==> src/rtl/uart_pkg.sv <==
// Shared UART definitions: transmitter state encoding and default baud constants.
// Kept separate so the receiver can import the same package.
package uart_pkg;

  typedef enum logic [2:0] {
    IDLE   = 3'd0,
    FETCH  = 3'd1,
    LOAD   = 3'd2,
    START  = 3'd3,
    DATA   = 3'd4,
    PARITY = 3'd5,
    STOP   = 3'd6
  } tx_state_t;

  // 100 MHz system clock divided down to 115200 baud.
  localparam int CLKS_PER_BIT_115200 = 868;

endpackage

==> src/rtl/uart_baud_cnt.sv <==
// Per-bit baud counter: counts 0..CLKS_PER_BIT-1 and flags the terminal count.
// pre_tick marks the cycle before the terminal count so that callers can register outputs that land on it.
module uart_baud_cnt #(
  parameter int CLKS_PER_BIT = 868
) (
  input  logic clk,
  input  logic rst,
  input  logic clear,
  output logic bit_tick,
  output logic pre_tick
);

  localparam int CNT_W = (CLKS_PER_BIT > 1) ? $clog2(CLKS_PER_BIT) : 1;
  localparam logic [CNT_W-1:0] LAST_CNT = CNT_W'(CLKS_PER_BIT - 1);
  localparam logic [CNT_W-1:0] PRE_LAST_CNT = CNT_W'(CLKS_PER_BIT - 2);

  logic [CNT_W-1:0] cnt;

  // The terminal compare restarts the count, so a non-power-of-two CLKS_PER_BIT never
  // relies on the counter overflowing.
  always_ff @(posedge clk or negedge rst) begin
    if (!rst) begin
      cnt <= '0;
    end else if (clear || (cnt == LAST_CNT)) begin
      cnt <= '0;
    end else begin
      cnt <= cnt + 1'b1;
    end
  end

  assign bit_tick = (cnt == LAST_CNT);
  assign pre_tick = (cnt == PRE_LAST_CNT);

endmodule

==> src/rtl/uart_tx.sv <==
// UART transmit serializer: pops bytes from the TX FIFO and sends 8N1/8N2 frames.
// Define UART_TX_PARITY_EN to insert an even-parity bit between the data and the stop bits.
module uart_tx
  import uart_pkg::*;
#(
  parameter int DATA_WIDTH   = 8,
  parameter int CLKS_PER_BIT = CLKS_PER_BIT_115200,
  parameter int STOP_BITS    = 1
) (
  input  logic                  clk,
  input  logic                  rst,
  input  logic                  tx_en,
  input  logic                  fifo_empty,
  input  logic [DATA_WIDTH-1:0] fifo_data,
  output logic                  fifo_rd_en,
  output logic                  tx,
  output logic                  busy,
  output logic                  tx_done
);

  localparam int BIT_W = (DATA_WIDTH > 1) ? $clog2(DATA_WIDTH) : 1;
  localparam logic [BIT_W-1:0] LAST_DATA_BIT = BIT_W'(DATA_WIDTH - 1);
  localparam logic [BIT_W-1:0] LAST_STOP_BIT = BIT_W'(STOP_BITS - 1);

  tx_state_t             state;
  tx_state_t             state_d;
  logic [DATA_WIDTH-1:0] shift_reg;
  logic [DATA_WIDTH-1:0] shift_d;
  logic [BIT_W-1:0]      bit_cnt;
  logic [BIT_W-1:0]      bit_cnt_d;
  logic                  tx_d;
  logic                  rd_en_d;
  logic                  busy_d;
  logic                  done_d;
  logic                  baud_clear;
  logic                  bit_tick;
  logic                  pre_tick;
`ifdef UART_TX_PARITY_EN
  logic                  parity_q;
  logic                  parity_d;
`endif

  uart_baud_cnt #(
    .CLKS_PER_BIT(CLKS_PER_BIT)
  ) u_baud_cnt (
    .clk     (clk),
    .rst     (rst),
    .clear   (baud_clear),
    .bit_tick(bit_tick),
    .pre_tick(pre_tick)
  );

  always_comb begin
    // NOTE: every signal written here gets a default first, so no path can infer a latch.
    state_d    = state;
    shift_d    = shift_reg;
    bit_cnt_d  = bit_cnt;
    rd_en_d    = 1'b0;
    done_d     = 1'b0;
    baud_clear = 1'b0;
`ifdef UART_TX_PARITY_EN
    parity_d   = parity_q;
`endif

    case (state)
      IDLE: begin
        baud_clear = 1'b1;
        if (tx_en && !fifo_empty) begin
          rd_en_d = 1'b1;
          state_d = FETCH;
        end
      end

      // The FIFO output register updates at the end of this cycle.
      FETCH: begin
        baud_clear = 1'b1;
        state_d    = LOAD;
      end

      LOAD: begin
        baud_clear = 1'b1;
        shift_d    = fifo_data;
        bit_cnt_d  = '0;
`ifdef UART_TX_PARITY_EN
        parity_d   = ^fifo_data;
`endif
        state_d    = START;
      end

      START: begin
        if (bit_tick) begin
          state_d = DATA;
        end
      end

      DATA: begin
        if (bit_tick) begin
          if (bit_cnt == LAST_DATA_BIT) begin
            bit_cnt_d = '0;
`ifdef UART_TX_PARITY_EN
            state_d   = PARITY;
`else
            state_d   = STOP;
`endif
          end else begin
            bit_cnt_d = bit_cnt + 1'b1;
            shift_d   = shift_reg >> 1;
          end
        end
      end

`ifdef UART_TX_PARITY_EN
      PARITY: begin
        if (bit_tick) begin
          state_d = STOP;
        end
      end
`endif

      // tx_done is registered, so it is raised one cycle ahead of the final stop-bit cycle.
      STOP: begin
        done_d = pre_tick && (bit_cnt == LAST_STOP_BIT);
        if (bit_tick) begin
          if (bit_cnt == LAST_STOP_BIT) begin
            bit_cnt_d = '0;
            state_d   = IDLE;
          end else begin
            bit_cnt_d = bit_cnt + 1'b1;
          end
        end
      end

      default: begin
        baud_clear = 1'b1;
        bit_cnt_d  = '0;
        state_d    = IDLE;
      end
    endcase

    // Line level is derived from the next state so the registered tx lines up with state.
    case (state_d)
      START:   tx_d = 1'b0;
      DATA:    tx_d = shift_d[0];
`ifdef UART_TX_PARITY_EN
      PARITY:  tx_d = parity_d;
`endif
      default: tx_d = 1'b1;
    endcase

    busy_d = (state_d != IDLE);
  end

  always_ff @(posedge clk or negedge rst) begin
    // NOTE: sequential state uses non-blocking assignments so every flop samples pre-edge values.
    if (!rst) begin
      state      <= IDLE;
      shift_reg  <= '0;
      bit_cnt    <= '0;
      tx         <= 1'b1;
      fifo_rd_en <= 1'b0;
      busy       <= 1'b0;
      tx_done    <= 1'b0;
`ifdef UART_TX_PARITY_EN
      parity_q   <= 1'b0;
`endif
    end else begin
      state      <= state_d;
      shift_reg  <= shift_d;
      bit_cnt    <= bit_cnt_d;
      tx         <= tx_d;
      fifo_rd_en <= rd_en_d;
      busy       <= busy_d;
      tx_done    <= done_d;
`ifdef UART_TX_PARITY_EN
      parity_q   <= parity_d;
`endif
    end
  end

endmodule
==> config.mk <==
export PLATFORM = sky130hd
export DESIGN_NAME = uart_tx
export DESIGN_NICKNAME = d
export VERILOG_FILES = /design/src/rtl/uart_pkg.sv /design/src/rtl/uart_baud_cnt.sv /design/src/rtl/uart_tx.sv
export SDC_FILE = /design/constraint.sdc
export NUM_CORES = 1
export LEC_CHECK = 0
export CAP_MARGIN = 10
export CORE_MARGIN = 1.5
export CORE_UTILIZATION = 40
export CTS_CLUSTER_SIZE = 25
export DETAILED_ROUTE_END_ITERATION = 12
export HOLD_SLACK_MARGIN = 0.06
export PLACE_DENSITY = 0.66
export SLEW_MARGIN = 0
export SYNTH_ARGS = -nofsm -noshare
export SYNTH_HDL_FRONTEND = slang
export SYNTH_SLANG_ARGS = --single-unit
==> constraint.sdc <==
create_clock -name clk -period 2.3 [get_ports clk]
set_input_delay 0.345 -clock clk [delete_from_list [all_inputs] [get_ports clk]]
set_output_delay 0.345 -clock clk [all_outputs]
set_load 0.01 [all_outputs]
==> results.ini <==
[status]
outcome = complete, no violations

[timing]
max_freq_mhz = 500
worst_hold_slack_ns = 0.361
tns_ns = 0
fin_crit_ns = 2.00
slew_viol_final = 0
finalHoldViolCount = 0
setup_violations = 0
worst_pin_slew_ns = 0.652
post-route-period-util_pct = 86.9
max-slew-margin-rel_pct = 56.2
final.setup_skew_ns = 0.00797
rsz0062_at_grt = false

[logic_synthesis]
synth_area_leaders = dfrtp_1, a22o_1, a21o_1, nor2_1, ha_1
synth_compound_area_share_pct = 15.1
synth_area_mm2 = 0.00140
synth_top_area_cell = dfrtp_1
syn_inst = 133
syn_avg_cell_area_um2 = 10.5
synth_nets = 150
yosys.area_share.adder_pct = 4.46
synthArstFlopShare_pct = 100
synth-main-ff-cell = dfrtp_1
yosysUniqueCellTypes = 35
ys_top_cells_by_count = dfrtp_1, nor2_1, nand2_1, a21o_1, a22o_1
synth_simple_gate_area_share_pct = 20.4
synth_edf_count = 0
synth.area.mux_share_pct = 1.52
ys_ff_latch = 28
ys_seq_area_share_pct = 50.1
synth_top_family_by_area = simple AND/OR/NAND/NOR gates
synth_xor_area_share_pct = 5.00
ys_warn_count = 0
yosysTopAreaCellShare_pct = 48.2
yosysMostFrequentCell = dfrtp_1

[critical_path]
rrSetupSlack_ns = 0.30
worstReg2RegStart = bit_cnt[0]
cp-end-kind = flip-flop
worstPathRequired_ns = 2.55
cpMostUsedCell = ha_1
startpoint = bit_cnt[0]
critPathKind = flip-flop to flip-flop
worst-path-buf-inv = 0
ff2ff_path_depth = 6
crit_family = simple AND/OR/NAND/NOR gates
cp_max_fo = 9
critical_path.max_stage_delay_ns = 0.44
r2r_end = tx
crit_path_top_delay_cell = and4_1
crit_chain = ha_1 -> ha_1 -> nor4b_1 -> and4_1 -> mux2i_1 -> a31oi_1
worstSetupPathDepth = 6
critPathLaunchType = flip-flop
crit_end = tx
arrival_ns = 2.25

[grt]
antenna_found_initial = 0
grt-ovfl-total = 0
track_usage_pct = 14.4
grt_pass1_wl_um = 4490
grt_max_degree = 29
first_global_vias = 1013

[clock_network]
cts_tree = done
cts_root_buf = clkbuf_4
cts_resized = 0
clk_pin_slew_worst_paths_ns = 0.15
numCtsBuffers = 3
cts_setup_buffers = 0
h-tree-depth = 1
clk_latency_ns = 0.33
ctsLongestPathBuffers = 2
cts_hold_buf = 0
cts.sinks = 28

[route]
vias_per_cell = 5.21
drtIter0Drc = 65
drtPass1Iterations = 4
drt-total-wl_um = 2460
vias = 1015
wl_per_cell_um = 12.6
detail-route-antenna-nets = 0
drc_errors = 0

[run]
maxCapViolations = 0

[final_layout]
largest_reg_flops = 10
final_nets = 167
fill_cells = 303
diodes = 0
fin_cells = 195
drive_above_1_share_pct = 5.37
area_delta_synth_final_pct = 17.2
final_util_pct = 49.2

[place]
place_hpwl_um = 1800
dp_cells = 191
place.gp.congestion = 0.828
port_buffers = 15

[floorplan]
die_area_mm2 = 0.00387
core_mm2 = 0.00334
initial_core_util_pct = 42.0
rows = 21
pin_count = 16
die_h_um = 62.2
chipWidth_um = 62.2

[power]
p_leak_nw = 0.747
p_per_area_mw_per_mm2 = 522
p_total_mw = 0.858
ir_worst_vdd_uv = 284

[hold_path]
hold_class = primary input to asynchronous set/reset pin

-- worst min-delay path by stage --
stage,startpoint,end,slack (ns),cells past startpoint
floorplan,rst,bit_cnt[0],0.05,0
global placement,shift_reg[2],shift_reg[2],0.46,1
detailed placement,shift_reg[5],shift_reg[5],0.47,1
CTS,rst,shift_reg[1],0.37,2
global route,rst,shift_reg[3],0.39,2
finish,rst,shift_reg[1],0.36,2
-- layout by cell type (no fill, tap or decap), types with 2 or more instances in the layout --
cell and n:
inv_1 6, ha_1 5, nor2b_1 3, dfrtp_1 27, o21ai_1 2, a21o_1 9, a22o_1 9, xnor2_1 6
xor2_1 2, nor2_1 18, nand2_1 10, clkdlybuf4s50_1 15, o21ai_0 2, a31oi_1 2, and4_1 2, clkbuf_4 3
nor3_1 3, nand3_1 6
-- metal layers --
layer  track usage (%)  up-vias  part of all wire (%)
met5                 0        -                     0
met4              7.22        0                   2.1
met3              2.72        6                   3.0
met2              22.0       15                    45
met1              19.7      490                    49
li1                  -      504                     -
-- power by group --
group | internal [mW] | total [mW] | switching [mW]
logic | 0.0224 | 0.0370 | 0.0145
registers | 0.500 | 0.503 | 0.00355
clock network | 0.176 | 0.318 | 0.141
total | 0.698 | 0.858 | 0.159
-- layout make-up --
class | count | area [um^2] | share of cell area, %
repair buffers | 16 | 158 | 9.60
clock buffers | 3 | 22.5 | 1.37
flip-flops and latches | 28 | 702 | 42.7
inverters | 6 | 22.5 | 1.37
well taps | 46 | 57.6 | 3.50
clock inverters | 1 | 30.0 | 1.83
multi-input cells | 95 | 651 | 39.6
-- per-stage QoR --
| step | area, um^2 | worst slack [ns] |
|---|---|---|
| floorplan | 1400 | 0.603 |
| global placement | 1590 | 0.384 |
| detailed placement | 1590 | 0.315 |
| CTS | 1640 | 0.293 |
| global route | 1640 | 0.134 |
| finish | 1640 | 0.301 |
-- logic make-up after synthesis --
logic type / count (synthesis)
AOI/OAI and AO/OA: 28
DFF: 28
and+or+nand+nor: 52
muxes: 2
xor gates and xnor gates: 8
adders and majority gates: 5
buffers and inverters: 10
No activity file was read; power rests on OpenSTA's default activity.
